## src/rtl/spi_adc_scanner_if.sv

```systemverilog
// -----------------------------------------------------------------------------
// spi_adc_scanner_if
// Result handshake between the ADC scanner and its consumer.
//   out_valid : scanner -> consumer, a conversion result is held
//   out_ready : consumer -> scanner, consumer takes the held result
//   out_data  : scanner -> consumer, conversion result (DATA_W bits)
//   out_ch    : scanner -> consumer, channel that produced out_data
// Modports: master (scanner side), slave (consumer side).
// -----------------------------------------------------------------------------
interface spi_adc_scanner_if #(
    parameter int DATA_W = 12,
    parameter int ADDR_W = 3
);
    logic              out_valid;
    logic              out_ready;
    logic [DATA_W-1:0] out_data;
    logic [ADDR_W-1:0] out_ch;

    modport master (
        output out_valid,
        output out_data,
        output out_ch,
        input  out_ready
    );

    modport slave (
        input  out_valid,
        input  out_data,
        input  out_ch,
        output out_ready
    );
endinterface

```

## src/rtl/spi_adc_scanner.sv

```systemverilog
// -----------------------------------------------------------------------------
// spi_adc_scanner
// SPI mode-3 master that round-robin scans the enabled channels of a serial
// multi-channel ADC and returns each conversion tagged with its channel.
// Ports:
//   clk, reset      : system clock, synchronous active-high reset
//   enable, ch_mask : run continuous scan / per-channel enable (IDLE-sampled)
//   miso            : ADC DOUT
//   mosi, sclk, cs_b: ADC DIN, SPI clock (idles high), chip select (active low)
//   overrun         : sticky flag, a result was dropped while one was pending
//   res             : result handshake (out_valid/out_ready/out_data/out_ch)
// All outputs come straight from flops.
// -----------------------------------------------------------------------------
module spi_adc_scanner #(
    parameter int FRAME_BITS = 16,
    parameter int DATA_W     = 12,
    parameter int ADDR_W     = 3,
    parameter int ADDR_POS   = 2,
    parameter int NUM_CH     = 8,
    parameter int DIV        = 4
) (
    input  logic                clk,
    input  logic                reset,
    input  logic                enable,
    input  logic [NUM_CH-1:0]   ch_mask,
    input  logic                miso,
    output logic                mosi,
    output logic                sclk,
    output logic                cs_b,
    output logic                overrun,
    spi_adc_scanner_if.master   res
);
    localparam int DCW = (DIV > 1) ? $clog2(DIV) : 1;
    localparam int BCW = (FRAME_BITS > 1) ? $clog2(FRAME_BITS) : 1;
    localparam logic [DCW-1:0]    DIV_LAST   = DCW'(DIV - 1);
    // The cs_b-high gap between frames is DIV cycles in total: HOLD takes
    // DIV-1 of them and the single IDLE cycle the last one, which keeps the
    // frame period at (2 + 2*FRAME_BITS)*DIV. With DIV=1 HOLD is skipped.
    localparam logic [DCW-1:0]    HOLD_LAST  = DCW'((DIV > 1) ? DIV - 2 : 0);
    localparam logic [BCW-1:0]    BIT_LAST   = BCW'(FRAME_BITS - 1);
    localparam logic [BCW-1:0]    DATA_FIRST = BCW'(FRAME_BITS - DATA_W);
    localparam logic [ADDR_W-1:0] CH_LAST    = ADDR_W'(NUM_CH - 1);

    typedef enum logic [1:0] {IDLE, SETUP, SHIFT, HOLD} state_t;

    state_t              state_r, state_n;
    logic [DCW-1:0]      div_cnt_r, div_cnt_n;
    logic [BCW-1:0]      bit_cnt_r, bit_cnt_n;
    logic                phase_r, phase_n;      // 0: sclk low half, 1: high half
    logic [ADDR_W-1:0]   cur_ch_r, cur_ch_n;
    logic [ADDR_W-1:0]   last_ch_r, last_ch_n;
    logic [DATA_W-1:0]   shift_r, shift_n;
    logic                cs_b_r, cs_b_n;
    logic                sclk_r, sclk_n;
    logic                mosi_r, mosi_n;
    logic                out_valid_r, out_valid_n;
    logic [DATA_W-1:0]   out_data_r, out_data_n;
    logic [ADDR_W-1:0]   out_ch_r, out_ch_n;
    logic                overrun_r, overrun_n;
    logic                publish_s;

    // Round-robin pick: first set mask bit after 'last', wrapping around.
    function automatic logic [ADDR_W-1:0] next_channel(
        input logic [NUM_CH-1:0] mask,
        input logic [ADDR_W-1:0] last
    );
        logic [ADDR_W-1:0] pick;
        logic              found;
        logic [NUM_CH-1:0] sh;
        int                idx;
        pick  = {ADDR_W{1'b0}};
        found = 1'b0;
        for (int i = 1; i <= NUM_CH; i++) begin
            idx   = (int'(last) + i) % NUM_CH;
            sh    = mask >> idx;
            pick  = (!found && sh[0]) ? ADDR_W'(idx) : pick;
            found = found | sh[0];
        end
        return pick;
    endfunction

    // MOSI value for frame bit k: channel address MSB-first at ADDR_POS.
    function automatic logic addr_bit(input logic [ADDR_W-1:0] ch, input int k);
        logic [ADDR_W-1:0] shc;
        logic              b;
        shc = ch << (k - ADDR_POS);
        b   = ((k >= ADDR_POS) && (k < ADDR_POS + ADDR_W)) ? shc[ADDR_W-1] : 1'b0;
        return b;
    endfunction

    // Next-state, SPI pin and result-handshake logic.
    always_comb begin
        state_n     = state_r;
        div_cnt_n   = div_cnt_r;
        bit_cnt_n   = bit_cnt_r;
        phase_n     = phase_r;
        cur_ch_n    = cur_ch_r;
        last_ch_n   = last_ch_r;
        shift_n     = shift_r;
        cs_b_n      = cs_b_r;
        sclk_n      = sclk_r;
        mosi_n      = mosi_r;
        out_valid_n = out_valid_r;
        out_data_n  = out_data_r;
        out_ch_n    = out_ch_r;
        overrun_n   = overrun_r;
        publish_s   = 1'b0;

        case (state_r)
            IDLE: begin
                cs_b_n    = 1'b1;
                sclk_n    = 1'b1;
                mosi_n    = 1'b0;
                div_cnt_n = {DCW{1'b0}};
                if (enable && (ch_mask != {NUM_CH{1'b0}})) begin
                    cur_ch_n = next_channel(ch_mask, last_ch_r);
                    cs_b_n   = 1'b0;
                    state_n  = SETUP;
                end else if (!enable) begin
                    overrun_n = 1'b0;
                end else begin
                    state_n = IDLE;
                end
            end
            SETUP: begin
                if (div_cnt_r == DIV_LAST) begin
                    div_cnt_n = {DCW{1'b0}};
                    bit_cnt_n = {BCW{1'b0}};
                    phase_n   = 1'b0;
                    sclk_n    = 1'b0;
                    mosi_n    = addr_bit(cur_ch_r, 0);
                    state_n   = SHIFT;
                end else begin
                    div_cnt_n = div_cnt_r + 1'b1;
                end
            end
            SHIFT: begin
                if (div_cnt_r != DIV_LAST) begin
                    div_cnt_n = div_cnt_r + 1'b1;
                end else if (!phase_r) begin
                    // sclk rises on this edge: sample miso for data bits
                    div_cnt_n = {DCW{1'b0}};
                    phase_n   = 1'b1;
                    sclk_n    = 1'b1;
                    if (bit_cnt_r >= DATA_FIRST) begin
                        shift_n = {shift_r[DATA_W-2:0], miso};
                    end else begin
                        shift_n = shift_r;
                    end
                end else if (bit_cnt_r == BIT_LAST) begin
                    div_cnt_n = {DCW{1'b0}};
                    cs_b_n    = 1'b1;
                    sclk_n    = 1'b1;
                    mosi_n    = 1'b0;
                    if (DIV == 1) begin
                        publish_s = 1'b1;
                        state_n   = IDLE;
                    end else begin
                        state_n = HOLD;
                    end
                end else begin
                    // sclk falls on this edge: launch the next mosi bit
                    div_cnt_n = {DCW{1'b0}};
                    bit_cnt_n = bit_cnt_r + 1'b1;
                    phase_n   = 1'b0;
                    sclk_n    = 1'b0;
                    mosi_n    = addr_bit(cur_ch_r, int'(bit_cnt_r) + 1);
                end
            end
            HOLD: begin
                cs_b_n = 1'b1;
                sclk_n = 1'b1;
                mosi_n = 1'b0;
                if (div_cnt_r == HOLD_LAST) begin
                    div_cnt_n = {DCW{1'b0}};
                    publish_s = 1'b1;
                    state_n   = IDLE;
                end else begin
                    div_cnt_n = div_cnt_r + 1'b1;
                end
            end
            default: begin
                state_n = IDLE;
                cs_b_n  = 1'b1;
                sclk_n  = 1'b1;
                mosi_n  = 1'b0;
            end
        endcase

        if (publish_s) begin
            last_ch_n = cur_ch_r;
            if (!out_valid_r || res.out_ready) begin
                out_data_n  = shift_r;
                out_ch_n    = cur_ch_r;
                out_valid_n = 1'b1;
            end else begin
                overrun_n = 1'b1;
            end
        end else if (out_valid_r && res.out_ready) begin
            out_valid_n = 1'b0;
        end else begin
            out_valid_n = out_valid_r;
        end
    end

    // State and output registers with synchronous reset.
    always_ff @(posedge clk) begin
        if (reset) begin
            state_r     <= IDLE;
            div_cnt_r   <= {DCW{1'b0}};
            bit_cnt_r   <= {BCW{1'b0}};
            phase_r     <= 1'b0;
            cur_ch_r    <= {ADDR_W{1'b0}};
            last_ch_r   <= CH_LAST;
            shift_r     <= {DATA_W{1'b0}};
            cs_b_r      <= 1'b1;
            sclk_r      <= 1'b1;
            mosi_r      <= 1'b0;
            out_valid_r <= 1'b0;
            out_data_r  <= {DATA_W{1'b0}};
            out_ch_r    <= {ADDR_W{1'b0}};
            overrun_r   <= 1'b0;
        end else begin
            state_r     <= state_n;
            div_cnt_r   <= div_cnt_n;
            bit_cnt_r   <= bit_cnt_n;
            phase_r     <= phase_n;
            cur_ch_r    <= cur_ch_n;
            last_ch_r   <= last_ch_n;
            shift_r     <= shift_n;
            cs_b_r      <= cs_b_n;
            sclk_r      <= sclk_n;
            mosi_r      <= mosi_n;
            out_valid_r <= out_valid_n;
            out_data_r  <= out_data_n;
            out_ch_r    <= out_ch_n;
            overrun_r   <= overrun_n;
        end
    end

    assign cs_b          = cs_b_r;
    assign sclk          = sclk_r;
    assign mosi          = mosi_r;
    assign overrun       = overrun_r;
    assign res.out_valid = out_valid_r;
    assign res.out_data  = out_data_r;
    assign res.out_ch    = out_ch_r;
endmodule

```

## src/flat_wrapper.sv

```systemverilog
// flat-port wrapper written by rule: the top's interface ports become plain ports
module spi_adc_scanner_flat 
#(
    parameter int FRAME_BITS = 16,
    parameter int DATA_W     = 12,
    parameter int ADDR_W     = 3,
    parameter int ADDR_POS   = 2,
    parameter int NUM_CH     = 8,
    parameter int DIV        = 4
)
  (clk, reset, enable, ch_mask, miso, mosi, sclk, cs_b, overrun, res_out_valid, res_out_data, res_out_ch, res_out_ready);
  spi_adc_scanner_if #(.DATA_W(DATA_W), .ADDR_W(ADDR_W)) res_i ();
  input  logic clk;
  input  logic reset;
  input  logic enable;
  input  logic [NUM_CH-1:0] ch_mask;
  input  logic miso;
  output logic mosi;
  output logic sclk;
  output logic cs_b;
  output logic overrun;
  output wire logic [$bits(res_i.out_valid)-1:0] res_out_valid;
  output wire logic [$bits(res_i.out_data)-1:0] res_out_data;
  output wire logic [$bits(res_i.out_ch)-1:0] res_out_ch;
  input wire logic [$bits(res_i.out_ready)-1:0] res_out_ready;
  assign res_out_valid = res_i.out_valid;
  assign res_out_data = res_i.out_data;
  assign res_out_ch = res_i.out_ch;
  assign res_i.out_ready = res_out_ready;
  spi_adc_scanner #(.FRAME_BITS(FRAME_BITS), .DATA_W(DATA_W), .ADDR_W(ADDR_W), .ADDR_POS(ADDR_POS), .NUM_CH(NUM_CH), .DIV(DIV)) u_core (.clk(clk), .reset(reset), .enable(enable), .ch_mask(ch_mask), .miso(miso), .mosi(mosi), .sclk(sclk), .cs_b(cs_b), .overrun(overrun), .res(res_i));
endmodule
```

## config.mk

```make
export PLATFORM = sky130hd
export DESIGN_NAME = spi_adc_scanner_flat
export DESIGN_NICKNAME = d
export VERILOG_FILES = /design/src/rtl/spi_adc_scanner_if.sv /design/src/rtl/spi_adc_scanner.sv /design/src/flat_wrapper.sv
export SDC_FILE = /design/constraint.sdc
export NUM_CORES = 1
export LEC_CHECK = 0
export ABC_CLOCK_PERIOD_IN_PS = 5200
export CAP_MARGIN = 20
export CORE_MARGIN = 4
export CORE_UTILIZATION = 45
export CTS_BUF_LIST = sky130_fd_sc_hd__clkbuf_4 sky130_fd_sc_hd__clkbuf_8 sky130_fd_sc_hd__clkbuf_16
export CTS_CLUSTER_SIZE = 12
export DETAILED_ROUTE_END_ITERATION = 6
export HOLD_SLACK_MARGIN = 0.03
export PLACE_DENSITY = 0.66
export SLEW_MARGIN = 20
export SYNTH_ARGS = -nofsm -noshare
export SYNTH_HDL_FRONTEND = slang
export SYNTH_SLANG_ARGS = --single-unit
```

## constraint.sdc

```tcl
create_clock -name clk -period 5.2 [get_ports clk]
set_input_delay 1.04 -clock clk [delete_from_list [all_inputs] [get_ports clk]]
set_output_delay 1.04 -clock clk [all_outputs]
set_load 0.005 [all_outputs]
```

==> impl_results.md, run 1 <==
- Status: completed
- Main synth FF type: dfxtp_1
- R2R Setup Slk: 1.42 ns
- Placed Instance Area: between 0.003 and 0.004 mm^2
- Power Density: ~270 mW/mm^2
- CP max stage delay: 0.70 ns
- Final Wtd Congestion: ~0.97
- WL/cell: 14.8 um
- Fmax achieved: approximately 0.26 GHz
- Met2 wire length: around 3.0 mm
- Placement Setup Slack: 1.35 ns
- Die area: 0.00755 mm^2
- Final Hold Fails: 0
- Max_cap viols: 0
- CTS root buf: clkbuf_8
- Cell count along the critical path: 8
- Setup crit end kind: flop
- Vias after detailed routing: ~2500
- Area share of the largest cell type after synthesis: 33.6%
- Routed length on met3: 336 um
- Post-CTS Setup Inserts: 0
- Vias/cell: 5.70
- # setup viols final: 0
- Synthesis-to-layout area growth: 18.4%
- Vias in the first global route: between 2000 and 2500
- DRC viols: 0
- Leakage: 0.00119 uW
- Asr flop ratio synth: 0%
- Met1 Wirelength: slightly above 3 mm
- Dpl hpwl: 4.69 mm
- Initial antenna violation count: 0
- RSZ-0062 raised after global routing: false
- Register area share after synthesis: 33.6%
- Worst-case reg-to-reg path depth: 8
- Max-slew violations: 0
- PortBufs: 32
- CP cell instances: clkinv_1, ha_1, mux4_2, mux2_2, or4_4, or3_1, nor4b_1, o41ai_2
- Area leader, netlist: dfxtp_1
- Uppermost routed layer: met4
- Yosys cell types: 48
- Hold buffer count at CTS: 0
- Synth Net Count: 369
- CP Launch Point: u_core.last_ch_r[1]$_SDFFE_PP1P_
- Crit-path leading delay family: simple AND/OR/NAND/NOR gates
- Number of placement rows: 28
- Initial drt markers: roughly 170
- Slew HR: 38.7%
- Max VDD drop: 0.000191 V
- Syn. warnings: 0
- Largest net degree at the start of global routing: 26
- Max FO, Critical Path: 17
- Initial core utilization: 46.7%
- Total power draw: 893 uW
- Final worst-path cycle share: 72.8%
- Reg2reg start: u_core.last_ch_r[1]$_SDFFE_PP1P_
- Gr ovfl total: 0
- CTS Buf Count: 5
- Number of H-tree levels: 2
- Worst Setup EP: u_core.cur_ch_r[2]$_SDFFE_PP0P_
- Syn Std Cell Area: 0.00280 mm^2
- Core Region: between 0.005 and 0.006 mm^2
- Clock slew at reported path FFs: ~0.09 ns
- Crit-path slowest cell: dfxtp_1
- Setup TNS: 0 ns
- Drt total wl: 6.53 mm
- FF+latch count, synth: 47
- Arr. time, crit path: 4.00 ns
- Worst slew pin tran: 0.916 ns
- CP Buf/Inv Count: 1
- Fin Hold WS: 0.459 ns
- Top Ports: 33
- Overall routing resource usage: 18.2%
- Mean Syn Cell Area: between 8 and 9 um^2
- Clock latency on the worst-skew pair: 0.31 ns
- CTS tree: built
- Fin nets: 395
- Hold crit path type: flop to flop
- Gate Count Post-Synth: 340
- Die X: 86.9 um
- Longest Clk Path Bufs: 2
- Crit path required time: 5.42 ns
- Clk_skew: 0.00781 ns
- Ranking of synthesized cells by area: dfxtp_1 (34%), ha_1 (7.2%), mux2i_1 (7.2%), nand2_1 (6.6%), a21oi_1 (5.0%)
- R2r endpoint: u_core.cur_ch_r[2]$_SDFFE_PP0P_
- Startpoint Class: flop
- CP Class: flop to flop
- Detail Route Antenna Nets: 0
- # diodes: 0
- First-pass GRT wire length: 11.2 mm
- Die height: 86.9 um
- Post_cts resized: 0
- Final min period: about 3.8 ns
- Final setup margin: about 1.4 ns
- Drt pass-1 iters: 5
- Post-route cell area: 0.00331 mm^2
- Post-synth EDFFs: 0
- Clock sink total: 47
- Layout cells sized above 1: 6.81%
==> state kept, by name (all words and copies together), names as in the netlist <==
name                  count
u_core.phase_r            1
u_core.div_cnt_r          2
u_core.last_ch_r          3
u_core.cur_ch_r           3
u_core.mosi               1
u_core.shift_r           12
u_core.cs_b               1
u_core.bit_cnt_r          4
u_core.res.out_ch         3
u_core.sclk               1
u_core.overrun            1
u_core.res.out_valid      1
u_core.res.out_data      12
u_core.state_r            2
==> synthesized netlist by cell type (all sizes together) (6+ instances only) <==
| library cell | instances |
|---|---|
| mux2 | 7 |
| nor2 | 33 |
| o21ai | 15 |
| dfxtp | 47 |
| nand3 | 13 |
| clkbuf | 10 |
| nand2 | 49 |
| nand2b | 6 |
| ha | 16 |
| nor3 | 9 |
| a21oi | 28 |
| mux2i | 20 |
| inv | 17 |
==> worst min path at each step <==
| stage | slack (ns) | cells past startpoint | end | from |
|---|---|---|---|---|
| after floorplan | 0.43 | 2 | u_core.res.out_data[11]$_SDFFE_PP0P_ | u_core.shift_r[11]$_SDFFE_PP0P_ |
| final | 0.46 | 2 | u_core.res.out_data[7]$_SDFFE_PP0P_ | u_core.res.out_data[7]$_SDFFE_PP0P_ |
| after detailed placement | 0.45 | 2 | u_core.res.out_data[7]$_SDFFE_PP0P_ | u_core.res.out_data[7]$_SDFFE_PP0P_ |
| after CTS | 0.46 | 2 | u_core.res.out_data[7]$_SDFFE_PP0P_ | u_core.res.out_data[7]$_SDFFE_PP0P_ |
| after global placement | 0.45 | 2 | u_core.res.out_data[5]$_SDFFE_PP0P_ | u_core.res.out_data[5]$_SDFFE_PP0P_ |
| after global routing | 0.49 | 2 | u_core.res.out_data[7]$_SDFFE_PP0P_ | u_core.res.out_data[7]$_SDFFE_PP0P_ |
==> per-stage QoR <==
step                      instances  utilization (%)
final                           442             55.3
after floorplan                 340                -
after CTS                       442             55.3
after detailed placement        434             52.9
after global routing            442             55.3
after global placement          434             52.8
==> layer usage <==
layer / vias up / track usage [%]
met5: - / 0
met4: 0 / 4.67
met3: 5 / 3.03
met2: 72 / 29.3
met1: 1174 / 25.5
li1: 1270 / -
==> cell families (layout without fill, tap and decap cells) <==
| kind of cell | after synthesis | count (layout) | share of synthesized area (%) |
|---|---|---|---|
| buf+inv | 33 | 60 | 4.83 |
| mux | 32 | 32 | 14.0 |
| fa+ha+maj | 16 | 16 | 7.15 |
| simple gates | 128 | 128 | 20.8 |
| xor+xnor | 4 | 4 | 1.25 |
| flops | 47 | 47 | 33.6 |
| compound gates | 80 | 80 | 18.4 |
==> area by class of cell <==
class / count / area [um^2]
inverter: 18 / 67.6
clock inverter: 3 / 71.3
multi-input combinational: 260 / 1740
sequential: 47 / 941
clock buffer: 5 / 68.8
timing repair buffer: 34 / 335
fill: 561 / 2680
tap: 75 / 93.8
==> cell usage in the layout, fill, tap and decap left out, drive strengths merged, types with 4 or more instances in the layout <==
cell	instances
mux2i	20
a221oi	4
mux2	7
nor2	33
a211oi	5
o22ai	4
nand2	49
clkdlybuf4s50	32
o21ai	15
dfxtp	47
a21oi	28
nor3	9
nand3	13
ha	16
a22oi	5
clkbuf	5
inv	18
mux4	5
nand2b	6
nor4	4
==> worst reg2reg max path, delay by kind of cell (launching register included) <==
kind	cells	cell delay, ns
buffers and inverters	1	0.41
adder cells (fa/ha/maj)	1	0.53
flip-flops	1	0.70
multiplexers	2	0.73
AO/OA/AOI/OAI	1	0.27
AND/OR/NAND/NOR	3	1.05
==> power by group <==
| group | internal (uW) | switching (uW) | total [uW] |
|---|---|---|---|
| Sequential | 374 | 10.5 | 384 |
| Combinational | 77.7 | 107 | 184 |
| Clock | 195 | 129 | 324 |
Note: power is estimated with default switching activity, not from simulation.
==> run 2: changes to the inputs <==
--- a/config.mk
+++ b/config.mk
@@ -5,7 +5,7 @@
 export SDC_FILE = /design/constraint.sdc
 export NUM_CORES = 1
 export LEC_CHECK = 0
-export ABC_CLOCK_PERIOD_IN_PS = 5200
+export ABC_CLOCK_PERIOD_IN_PS = 3250
 export CAP_MARGIN = 20
 export CORE_MARGIN = 4
 export CORE_UTILIZATION = 45
@@ -13,7 +13,7 @@
 export CTS_CLUSTER_SIZE = 12
 export DETAILED_ROUTE_END_ITERATION = 6
 export HOLD_SLACK_MARGIN = 0.03
-export PLACE_DENSITY = 0.66
+export PLACE_DENSITY = 0.69
 export SLEW_MARGIN = 20
 export SYNTH_ARGS = -nofsm -noshare
 export SYNTH_HDL_FRONTEND = slang
==> constraint.sdc (replaced) <==
create_clock -name clk -period 3.25 [get_ports clk]
set_input_delay 0.65 -clock clk [delete_from_list [all_inputs] [get_ports clk]]
set_output_delay 0.65 -clock clk [all_outputs]
set_load 0.005 [all_outputs]
==> run 2 against run 1 <==
Cell area up 4.3%; clock-buffer cell count up 1; combinational power up 72%; clock power up 15%; critical path type is now input port to flop.
==> impl_results.md, run 2 (same netlist as run 1, synthesis figures left out) <==
- Status: completed
- Detail Route Antenna Nets: 0 (unchanged)
- Leakage: 0.00130 uW (+8.7%)
- RSZ-0062 raised after global routing: false
- CTS root buf: clkbuf_8
- Initial drt markers: 98 (-43%)
- Number of placement rows: 28 (unchanged)
- Fmax achieved: 0.334 GHz
- WL/cell: 14.3 um (-3.4%)
- DRC viols: 0 (unchanged)
- Crit-path leading delay family: simple AND/OR/NAND/NOR gates
- CTS Buf Count: 5 (unchanged)
- Max VDD drop: 0.000288 V (+51%)
- Gr ovfl total: 0 (unchanged)
- Die area: 0.00755 mm^2 (unchanged)
- Final setup margin: 0.257 ns (-1.16 ns)
- Max-slew violations: 0 (unchanged)
- Final min period: 2.99 ns
- Placed Instance Area: 0.00336 mm^2 (+6.0%)
- Most frequent cells in the layout: nand2_1 (49), dfxtp_1 (47), nor2_1 (33)
- Layout cells sized above 1: 12.7% (+5.9 points)
- CTS tree: built
- Final Wtd Congestion: 0.934 (-3.9%)
- CP max stage delay: 0.53 ns (-0.17 ns)
- Die height: 86.9 um (unchanged)
- Initial antenna violation count: 0 (unchanged)
- Routed length on met3: 186 um (-45%)
- Hold buffer count at CTS: 0 (unchanged)
- Setup TNS: 0 ns (unchanged)
- CP Class: input port to flop
- Dpl hpwl: 5.03 mm (+7.2%)
- # setup viols final: 0 (unchanged)
- Vias/cell: 5.53 (-3.1%)
- Vias after detailed routing: 2587 (+2.6%)
- Slew HR: 60.1% (+21 points)
- Filler instances: 531 (-5.3%)
- Startpoint Class: input port
- Post-CTS Setup Inserts: 0 (unchanged)
- Met1 Wirelength: 3.22 mm (+3.4%)
- Initial core utilization: 46.7% (unchanged)
- Hold crit path type: flop to flop
- Final worst-path cycle share: 92.1%
- Setup crit end kind: flop
- Met2 wire length: 3.14 mm (+3.9%)
- Clock slew at reported path FFs: 0.09 ns (about the same)
- Clock latency on the worst-skew pair: 0.30 ns (about the same)
- Core Region: 0.00599 mm^2 (unchanged)
- CP cell instances: clkdlybuf4s50_1, mux4_2, mux2_2, or4_4, or3_1, nor4b_1, o41ai_2
- CP Buf/Inv Count: 1 (unchanged)
- Die X: 86.9 um (unchanged)
- Top Ports: 33 (unchanged)
- Longest Clk Path Bufs: 2 (unchanged)
- Placement Setup Slack: -0.0183 ns (-1.37 ns)
- Max FO, Critical Path: 4 (-13)
- Number of H-tree levels: 2 (unchanged)
- Clk_skew: 0.0145 ns (+0.00666 ns)
- Worst slew pin tran: 0.597 ns (-0.319 ns)
- Post_cts resized: 0 (unchanged)
- Power Density: 377 mW/mm^2 (+40%)
- Uppermost routed layer: met4
- Synthesis-to-layout area growth: 23.5%
- Drt total wl: 6.68 mm (+2.3%)
- PortBufs: 32 (unchanged)
- Clock sink total: 47 (unchanged)
- Post-route cell area: 0.00346 mm^2 (+4.3%)
- Largest net degree at the start of global routing: 19 (-27%)
- Fin nets: 421 (+6.6%)
- Final Hold Fails: 0 (unchanged)
- Drt pass-1 iters: 4 (-1)
- Commonest non-fill, non-tap cell in the layout: nand2_1
- Crit path required time: 3.45 ns (-1.97 ns)
- First-pass GRT wire length: 11.7 mm (+5.1%)
- Vias in the first global route: 2559 (+8.7%)
- Overall routing resource usage: 19.1% (+0.84 points)
- Crit-path slowest cell: mux4_2
- # diodes: 0 (unchanged)
- Arr. time, crit path: 3.19 ns (-0.81 ns)
- Max_cap viols: 0 (unchanged)
-- run 2: cell count changes in the layout (fill, tap and decap cells not counted), sizes merged --
cell,previous run,this run
buf,2,28
bufinv,2,0
clkbuf,5,6
clkinv,1,2
-- run 2: metrics by stage --
step                hold WS (ns)  utilization (%)  power [uW]  cells
CTS                        0.460             57.7        1310    468
global route               0.484             57.7        1390    468
global placement           0.446             56.1         935    460
detailed placement         0.447             56.1         941    460
finish                     0.460             57.7        1300    468
floorplan                  0.431                -         831    340
-- run 2: area by class of cell --
class	instances	area [um^2]	area share, %
Clock buffer	6	82.6	2.39
Clock inverter	2	13.8	0.398
Inverter	18	67.6	1.95
Timing Repair Buffer	60	531	15.3
Tap cell	75	93.8	2.71
Sequential cell	47	941	27.2
Multi-Input combinational cell	260	1730	50.0
-- run 2: worst paths after layout --
kind                                       start                                  end  slack, ns  cells past startpoint
min          u_core.res.out_data[9]$_SDFFE_PP0P_  u_core.res.out_data[9]$_SDFFE_PP0P_       0.46                      2
min reg2reg  u_core.res.out_data[9]$_SDFFE_PP0P_  u_core.res.out_data[9]$_SDFFE_PP0P_       0.46                      2
max                                   ch_mask[0]      u_core.cur_ch_r[2]$_SDFFE_PP0P_       0.26                      7
max reg2reg     u_core.last_ch_r[1]$_SDFFE_PP1P_      u_core.cur_ch_r[2]$_SDFFE_PP0P_       0.32                      8
-- run 2: power breakdown --
group	switching, uW	leakage, uW	internal, uW
combinational	177	0.000867	140
sequential	17.2	0.000380	598
clock	198	0.0000516	174
-- run 2: routing by layer --
metal  global-route usage [%]  vias to the layer above
met2                     31.1                       42
met4                     6.37                        0
met3                     3.78                       15
met1                     25.2                     1203
met5                        0                        -
li1                         -                     1327
-- run 2: worst min-delay path, stage by stage, from the launching register on --
cell	delay, ns
dfxtp_1	0.32
nand2_1	0.05
a21oi_1	0.05
